## src/rtl/riscv_mem_arbiter.sv

```systemverilog
// Two-requester arbiter for the block-wide main-memory port (dcache refill/writeback, icache refill).
// Define RISCV_MEMARB_RR_EN to use round-robin instead of fixed dcache priority on simultaneous requests.
`timescale 1ns/1ps
module riscv_mem_arbiter #(
  parameter int DATA_WIDTH = 128,
  parameter int S_ADDR     = 23,
  parameter int TIMEOUT    = 1023
) (
  input  logic                  i_riscv_memarb_clk,
  input  logic                  i_riscv_memarb_rst_n,
  input  logic                  i_riscv_memarb_dc_rden,
  input  logic                  i_riscv_memarb_dc_wren,
  input  logic [S_ADDR-1:0]     i_riscv_memarb_dc_addr,
  input  logic [DATA_WIDTH-1:0] i_riscv_memarb_dc_wdata,
  output logic                  o_riscv_memarb_dc_ready,
  output logic [DATA_WIDTH-1:0] o_riscv_memarb_dc_rdata,
  input  logic                  i_riscv_memarb_ic_rden,
  input  logic [S_ADDR-1:0]     i_riscv_memarb_ic_addr,
  output logic                  o_riscv_memarb_ic_ready,
  output logic [DATA_WIDTH-1:0] o_riscv_memarb_ic_rdata,
  output logic                  o_riscv_memarb_mem_rden,
  output logic                  o_riscv_memarb_mem_wren,
  output logic [S_ADDR-1:0]     o_riscv_memarb_mem_addr,
  output logic [DATA_WIDTH-1:0] o_riscv_memarb_mem_wdata,
  input  logic                  i_riscv_memarb_mem_ready,
  input  logic [DATA_WIDTH-1:0] i_riscv_memarb_mem_rdata,
  output logic                  o_riscv_memarb_timeout_err
);

  localparam int CW = (TIMEOUT < 1) ? 1 : $clog2(TIMEOUT + 1);

  typedef enum logic [1:0] {IDLE, GNT_DC, GNT_IC, DONE} state_t;

  state_t                r_state, w_state_nxt;
  logic [S_ADDR-1:0]     r_addr;
  logic [DATA_WIDTH-1:0] r_wdata;
  logic                  r_op_wr;
  logic [CW-1:0]         r_cnt;
  logic                  r_err;

  logic w_dc_req, w_ic_req, w_pick_dc, w_cap, w_gnt, w_wait;
  logic w_dc_ready, w_ic_ready;

  assign w_dc_req = i_riscv_memarb_dc_rden | i_riscv_memarb_dc_wren;
  assign w_ic_req = i_riscv_memarb_ic_rden;
  assign w_cap    = (r_state == IDLE) & (w_dc_req | w_ic_req);
  assign w_gnt    = (r_state == GNT_DC) | (r_state == GNT_IC);
  assign w_wait   = w_gnt & ~i_riscv_memarb_mem_ready;

`ifdef RISCV_MEMARB_RR_EN
  // r_last_owner: 1 = icache was granted last, so dcache wins the next tie.
  logic r_last_owner;
  assign w_pick_dc = w_dc_req & (~w_ic_req | r_last_owner);

  always_ff @(posedge i_riscv_memarb_clk or negedge i_riscv_memarb_rst_n) begin
    if (!i_riscv_memarb_rst_n) r_last_owner <= 1'b1;
    else if (w_cap)            r_last_owner <= ~w_pick_dc;
  end
`else
  assign w_pick_dc = w_dc_req;
`endif

  always_ff @(posedge i_riscv_memarb_clk or negedge i_riscv_memarb_rst_n) begin
    if (!i_riscv_memarb_rst_n) r_state <= IDLE;
    else                       r_state <= w_state_nxt;
  end

  always_comb begin
    w_state_nxt = r_state;
    w_dc_ready  = 1'b0;
    w_ic_ready  = 1'b0;
    case (r_state)
      IDLE:   if (w_dc_req | w_ic_req) w_state_nxt = w_pick_dc ? GNT_DC : GNT_IC;
      GNT_DC: if (i_riscv_memarb_mem_ready) begin
                w_dc_ready  = 1'b1;
                w_state_nxt = DONE;
              end
      GNT_IC: if (i_riscv_memarb_mem_ready) begin
                w_ic_ready  = 1'b1;
                w_state_nxt = DONE;
              end
      // Request levels are ignored here so a stale level cannot re-grant.
      DONE:   w_state_nxt = IDLE;
      default: w_state_nxt = IDLE;
    endcase
  end

  // Write wins when the dcache raises both strobes; its read is a later grant.
  always_ff @(posedge i_riscv_memarb_clk or negedge i_riscv_memarb_rst_n) begin
    if (!i_riscv_memarb_rst_n) begin
      r_addr  <= '0;
      r_wdata <= '0;
      r_op_wr <= 1'b0;
    end else if (w_cap) begin
      r_addr  <= w_pick_dc ? i_riscv_memarb_dc_addr : i_riscv_memarb_ic_addr;
      r_op_wr <= w_pick_dc & i_riscv_memarb_dc_wren;
      r_wdata <= (w_pick_dc & i_riscv_memarb_dc_wren) ? i_riscv_memarb_dc_wdata : '0;
    end
  end

  // Saturating wait counter; the error flag sets on the edge the count reaches TIMEOUT.
  always_ff @(posedge i_riscv_memarb_clk or negedge i_riscv_memarb_rst_n) begin
    if (!i_riscv_memarb_rst_n) begin
      r_cnt <= '0;
      r_err <= 1'b0;
    end else begin
      if (w_cap)
        r_cnt <= '0;
      else if (w_wait && (r_cnt != CW'(TIMEOUT)))
        r_cnt <= r_cnt + 1'b1;
      if (w_wait && (r_cnt != CW'(TIMEOUT)) && ((r_cnt + 1'b1) == CW'(TIMEOUT)))
        r_err <= 1'b1;
    end
  end

  assign o_riscv_memarb_mem_rden    = w_gnt & ~r_op_wr;
  assign o_riscv_memarb_mem_wren    = w_gnt &  r_op_wr;
  assign o_riscv_memarb_mem_addr    = w_gnt ? r_addr : '0;
  assign o_riscv_memarb_mem_wdata   = (w_gnt & r_op_wr) ? r_wdata : '0;
  assign o_riscv_memarb_dc_ready    = w_dc_ready;
  assign o_riscv_memarb_ic_ready    = w_ic_ready;
  assign o_riscv_memarb_dc_rdata    = i_riscv_memarb_mem_rdata;
  assign o_riscv_memarb_ic_rdata    = i_riscv_memarb_mem_rdata;
  assign o_riscv_memarb_timeout_err = r_err;

endmodule
```

## config.mk

```make
export PLATFORM = sky130hd
export DESIGN_NAME = riscv_mem_arbiter
export DESIGN_NICKNAME = d
export VERILOG_FILES = /design/src/rtl/riscv_mem_arbiter.sv
export SDC_FILE = /design/constraint.sdc
export NUM_CORES = 1
export LEC_CHECK = 0
export CAP_MARGIN = 20
export CORE_AREA = 10 10 272 274
export DETAILED_ROUTE_END_ITERATION = 12
export DIE_AREA = 0 0 282 284
export DONT_BUFFER_PORTS = 1
export PLACE_DENSITY_LB_ADDON = 0.3
export SKIP_CTS_REPAIR_TIMING = 1
export SLEW_MARGIN = 20
export SYNTH_ARGS = -nofsm -noshare
export SYNTH_HDL_FRONTEND = slang
export SYNTH_SLANG_ARGS = --single-unit
```

## constraint.sdc

```tcl
create_clock -name i_riscv_memarb_clk -period 4.5 [get_ports i_riscv_memarb_clk]
set_clock_uncertainty 0.1 [all_clocks]
set_input_delay 0.45 -clock i_riscv_memarb_clk [delete_from_list [all_inputs] [get_ports i_riscv_memarb_clk]]
set_output_delay 0.45 -clock i_riscv_memarb_clk [all_outputs]
set_load 0.1 [all_outputs]
```

==> key figures, run 1 <==
Clock network
  • Clk Latency, worst-skew pair: 0.47 ns
  • H-Tree Level Count: 4
  • CTS Sinks: 165
  • Clock Path Buffers: 2
  • Worst-path clk slew: 0.08 ns
  • CTS tree: built
  • TritonCTS buffer count: 17
  • Root buffer cell: clkbuf_16

GRT
  • Largest net degree at the start of global routing: 176
  • Global Route Usage Sum: 0.0833
  • Initial antenna violation count: 6
  • First-pass GRT wire length: 49.0 mm
  • Global route overflow: 0
  • Number of global-route vias before repair: 6,973

Power and ir drop
  • Leak: 0.00511 uW
  • Flop pwr share: 0.264
  • Int Pwr: 3570 uW
  • Combinational share of power: 0.577
  • Switching share of power: 0.621
  • VDD IR max: 0.000442 V
  • Pwr Density: 909 mW/mm^2
  • Sw Pwr: 5850 uW
  • Clock power frac: 0.159

Yosys
  • Post-synth EDFFs: 0
  • Xor/xnor cell area share of the yosys netlist: 0.00440
  • Largest family of logic cells by synthesized area: simple AND/OR/NAND/NOR gates
  • Yosys top cell by area: dfrtp_1
  • Synth Area in Adders: 0.00629
  • Synthesized area per cell: 8.35 um^2
  • Netlist cell types: 40
  • Synth Area in Simple Gates: 0.288
  • Mux share of post-synthesis cell area: 0.0241
  • Share of flip-flops with an asynchronous set or reset: 1.00
  • Syn Inst Count: 1,192
  • Seq cells post-synth: 165
  • Post-synthesis compound-gate area fraction: 0.0308
  • Synth top area cells: dfrtp_1 (41%), buf_4 (19%), nand2_1 (11%), and3_1 (8.0%), nand3_1 (6.6%)
  • Main flop type after synthesis: dfrtp_1
  • Post-synthesis sequential area ratio: 0.415
  • Top cell type's share of synthesized area: 0.415
  • Synth Cell Area: 0.00995 mm^2
  • Post-synthesis net count: 1,505
  • Synth warn: 0

Timing
  • Normalized max-slew margin: 0.244
  • Final Cycle Share: 0.793
  • Worst Tran Pin Value: 1.14 ns
  • Final min period: 3.57 ns
  • Setup_tns: 0 ns
  • Max Slew Vio Count: 0
  • Unrepaired setup endpoints after global routing: false
  • Final setup violation count: 0
  • Final hold viol count: 0
  • Final worst slack: 0.931 ns
  • Fmax: 280 MHz

Critical path
  • CP cell instances: inv_1 -> ha_4 -> buf_12 -> and3_1
  • Worst-path fanout max: 96
  • Crit path kind: reg2out
  • Worst path required time: 3.95 ns
  • Buf+Inv Stages, Crit Path: 2
  • Slowest CP cell: and3_1
  • Crit path largest cell delay: 0.92 ns
  • CP startpoint kind: register
  • Top Family by Delay on Critical Path: simple AND/OR/NAND/NOR gates
  • WP data arrival: 3.02 ns
  • CP endpoint kind: primary output

Route
  • WL/cell: 18.5 um
  • Via-per-instance ratio: 3.76
  • DRT iter0 DRCs: 296
  • Routed vias: 7,011
  • DRT Wirelength: 34.5 mm
  • Pre-antenna DRT Iters: 4
  • Post-route ant nets: 0
  • # DRC: 0

Die
  • Initial core utilization: 0.146
  • I/O pin cnt: 720
  • Floorplan row count: 96
  • Placeable core region: 0.0683 mm^2
  • Height of the die: 284 um
  • Die W: 282 um
  • Die area: 0.0801 mm^2

Final layout
  • Most common cell after layout, fill and taps aside: nand2_1
  • Most frequent cells in the layout: nand2_1 (291), dfrtp_1 (164), nand3_1 (131)
  • NumNets Final: 1,280
  • Area Overhead vs Synth: 4.14%
  • Fraction of layout cells with a size suffix above 1: 0.0511

Min path
  • Tightest Hold Check Type: in2reg

Placed design
  • Post-DP HPWL: 24.2 mm
  • Placer Congestion: 0.774
  • Post-Place Worst Slack: 1.47 ns
  • IO buf count: 0

Flow run
  • Max cap viols: 0

Status
  • Status: finished, final reports clean
## sequential cells by signal, indices dropped and copies added (netlist names)
signal and cells:
r_cnt 10, r_state 2, o_riscv_memarb_timeout_err 1, r_wdata 128, r_op_wr 1, r_addr 23
## cell families (layout without fill, tap and decap cells)
family / after synthesis / in the layout
fa+ha+maj: 5 / 5
compound gates: 49 / 49
buf+inv: 345 / 132
xor+xnor: 5 / 5
other cells: 0 / 2
flops: 165 / 165
simple gates: 599 / 599
mux: 24 / 24
## per-layer routing
metal / GRT usage / wire, um / up-vias
li1: - / - / 3188
met1: 0.0880 / 13200 / 3271
met2: 0.123 / 14900 / 428
met3: 0.0472 / 4190 / 120
met4: 0.0606 / 2190 / 4
met5: 0 / 21 / -
## Yosys cell counts (2+ instances only)
library cell and n:
clkbuf_1 62, xnor2_1 2, nor2_1 4, ha_1 5, or3_1 3, and2_1 28
nand2_1 291, o21ai_0 11, nor2b_1 2, a221oi_1 2, a21oi_1 9, dfrtp_1 165
buf_4 257, buf_2 20, and3_1 128, inv_1 3, mux2i_1 24, xor2_1 3
o31ai_1 3, or4_1 3, buf_6 2, o21ai_1 17, nand3_1 131
## cell type report
cell class,instances,area (um^2)
sequential,165,4130
antenna,2,5.00
multi-input combinational,682,3550
tap,882,1100
timing repair buffer,98,1000
inverter,3,11.3
fill,7709,58000
clock inverter,13,121
clock buffer,18,439
## worst reg2reg max path, stage by stage, from the launching register on
cell and delay [ns]:
dfrtp_1 0.41, inv_1 0.15, ha_4 0.55, buf_4 0.56, nand3_1 0.15, dlygate4sd3_1 0.59
nand2_1 0.07
## final timing paths
path                                                   from                            to  slack [ns]  cells past startpoint
max in group asynchronous              i_riscv_memarb_rst_n                       r_op_wr        2.88                      2
worst min register to register                 r_wdata[108]                  r_wdata[108]        0.36                      2
min in group asynchronous              i_riscv_memarb_rst_n                  r_wdata[122]        0.57                      2
worst max-delay path                             r_state[0]  o_riscv_memarb_mem_wdata[66]        0.93                      4
worst min-delay path            i_riscv_memarb_dc_wdata[26]                   r_wdata[26]        0.02                      2
worst max register to register                   r_state[0]                    r_wdata[0]        1.86                      6
## metrics by stage
| stage | hold WS [ns] | total power (uW) | std cells | util | cell area (um^2) |
|---|---|---|---|---|---|
| 2_1_floorplan | 0.0544 | 8170 | 1192 | - | 9950 |
| 3_3_place_gp | 0.0615 | 7840 | 1740 | 0.130 | 8880 |
| 3_5_place_dp | 0.0617 | 7910 | 1740 | 0.130 | 8880 |
| 4_1_cts | -0.496 | 9490 | 1771 | 0.138 | 9440 |
| 5_1_grt | 0.0000545 | 10000 | 1861 | 0.152 | 10400 |
| 6_report | 0.0171 | 9420 | 1863 | 0.152 | 10400 |
## power groups by stage
| stage | Clock, uW | Sequential [uW] | Combinational, uW |
|---|---|---|---|
| after global routing | 1650 | 2570 | 5790 |
| final | 1500 | 2490 | 5430 |
| after CTS | 1610 | 2490 | 5390 |
| after floorplan | 0 | 2260 | 5910 |
| after global placement | 0 | 2520 | 5310 |
| after detailed placement | 0 | 2510 | 5400 |
Power figures use the tool's default switching activity.
==> inputs of run 2 (changes only) <==
clock period = 3.2 ns   (was 4.5 ns; I/O delays follow)
==> run 2 against run 1 <==
Worst hold slack got worse by 0.58 ns. Register-to-register slack got worse by 1.0 ns. Critical path depth grew 1. Highest routed layer unchanged. Combinational power is 65% higher. The flow now finishes with violations (hold timing). Via count grew 18%. Critical endpoint is now o_riscv_memarb_mem_wdata[100]. Sequential share of layout area fell by 8.5 points. Largest cell class unchanged.
==> key figures, run 2 (same netlist as run 1, synthesis figures left out) <==
Clock network
  • Worst-path clk slew: 0.08 ns
  • CTS tree: built
  • TritonCTS buffer count: 17
  • Clk Latency, worst-skew pair: 0.47 ns
  • CTS Sinks: 165
  • Root buffer cell: clkbuf_16
  • Clock Path Buffers: 2
  • H-Tree Level Count: 4

Route
  • DRT Wirelength: 38.3 mm
  • DRT iter0 DRCs: 323
  • Pre-antenna DRT Iters: 4
  • Via-per-instance ratio: 3.79
  • WL/cell: 17.6 um
  • Routed vias: 8,252
  • Post-route ant nets: 0
  • # DRC: 0

Critical path
  • Reg2Reg Depth: 7
  • Crit path kind: reg2out
  • R2R setup slack: 0.85 ns
  • Worst path required time: 2.78 ns
  • R2R Path End: r_cnt[8]
  • Worst R2R Start: r_state[1]
  • CP Launch Point: r_state[1]
  • WP data arrival: 2.34 ns
  • Worst setup path end: o_riscv_memarb_mem_wdata[100]
  • CP startpoint kind: register
  • Worst-path fanout max: 72
  • CP endpoint kind: primary output

Timing
  • Final setup violation count: 0
  • Fmax: 362 MHz
  • Final hold viol count: 165
  • Hold Slack: -0.563 ns
  • Max Slew Vio Count: 0
  • Worst Tran Pin Value: 0.938 ns
  • Final Cycle Share: 0.862
  • Setup_tns: 0 ns
  • Final min period: 2.76 ns
  • Unrepaired setup endpoints after global routing: false
  • Normalized max-slew margin: 0.374

GRT
  • First-pass GRT wire length: 50.8 mm
  • Number of global-route vias before repair: 7,574
  • Initial antenna violation count: 6
  • Global Route Usage Sum: 0.0853
  • Global route overflow: 0
  • Largest net degree at the start of global routing: 166

Die
  • Initial core utilization: 0.146
  • Placeable core region: 0.0683 mm^2
  • Die W: 282 um
  • I/O pin cnt: 720
  • Height of the die: 284 um
  • Die area: 0.0801 mm^2
  • Floorplan row count: 96

Power and ir drop
  • Pwr Density: 1100 mW/mm^2
  • Leak: 0.00645 uW
  • Sw Pwr: 8510 uW
  • Clock power frac: 0.145
  • Switching share of power: 0.588
  • VDD IR max: 0.000576 V
  • Flop pwr share: 0.235
  • Combinational share of power: 0.620
  • Int Pwr: 5970 uW

Status
  • Failing checks: hold timing
  • Status: finished, violations left

Placed design
  • Placed inst area: 0.0101 mm^2
  • Placer Congestion: 0.790
  • Post-DP HPWL: 25.3 mm
  • IO buf count: 0

Final layout
  • NumNets Final: 1,594
  • Largest registers: r_wdata (128), r_addr (23), r_cnt (10)
  • Area Overhead vs Synth: 32.3%
  • Max reg flops: 128
  • Reg area: 0.00413 mm^2
  • Most frequent cells in the layout: nand2_1 (291), dlygate4sd3_1 (248), dfrtp_1 (164)
  • Fill cells: 7,515
  • Fraction of layout cells with a size suffix above 1: 0.159
  • Most common cell after layout, fill and taps aside: nand2_1
  • Multi-input gate area: 0.00355 mm^2
  • Fin area: 0.0132 mm^2
  • Top reg by flops: r_wdata

Flow run
  • Max cap viols: 0

Min path
  • Tightest Hold Check Type: in2async
[run 2: metrics by stage]
step,worst slack (ns),power (uW),utilization,std cells,hold WS (ns)
final,0.440,14500,0.193,2179,-0.563
after global routing,0.249,15400,0.193,2178,-0.634
after CTS,0.404,14300,0.156,1927,-0.631
after detailed placement,0.828,12100,0.148,1895,-0.0689
after global placement,0.873,12000,0.148,1895,-0.0679
after floorplan,0.231,11500,-,1192,-0.0756
[run 2: cell type report]
class	count	share of cell area
sequential	165	0.314
timing repair buffer	412	0.288
multi-input combinational	682	0.269
tap	882	0.0838
clock buffer	17	0.0323
clock inverter	15	0.0108
inverter	3	0.000855
antenna	3	0.000570
[run 2: power by group through the flow]
stage | logic, uW | registers [uW] | clock network (uW)
after floorplan | 8320 | 3180 | 0
after CTS | 8650 | 3400 | 2260
after global placement | 8620 | 3420 | 0
final | 8980 | 3410 | 2090
after global routing | 9540 | 3500 | 2320
after detailed placement | 8660 | 3430 | 0
[run 2: layer usage]
layer	wire length (um)	vias to the layer above	GRT usage
li1	-	3821	-
met2	17100	429	0.127
met1	14600	3870	0.0886
met5	14	-	0
met3	4320	128	0.0485
met4	2270	4	0.0615
[run 2: worst max-delay path: stages, from the launching register on]
cell,delay (ns)
dfrtp_1,0.38
inv_1,0.11
ha_4,0.30
buf_4,0.47
and3_1,0.26
buf_4,0.29
[run 2: how the worst min path moves through the flow]
stage                               from                    endpoint  depth (start not counted)
floorplan           i_riscv_memarb_rst_n  o_riscv_memarb_timeout_err                          0
global placement    i_riscv_memarb_rst_n                r_wdata[124]                          0
detailed placement  i_riscv_memarb_rst_n                r_wdata[116]                          0
CTS                 i_riscv_memarb_rst_n                r_wdata[115]                          0
global route        i_riscv_memarb_rst_n                r_wdata[124]                          0
finish              i_riscv_memarb_rst_n                r_wdata[116]                          0
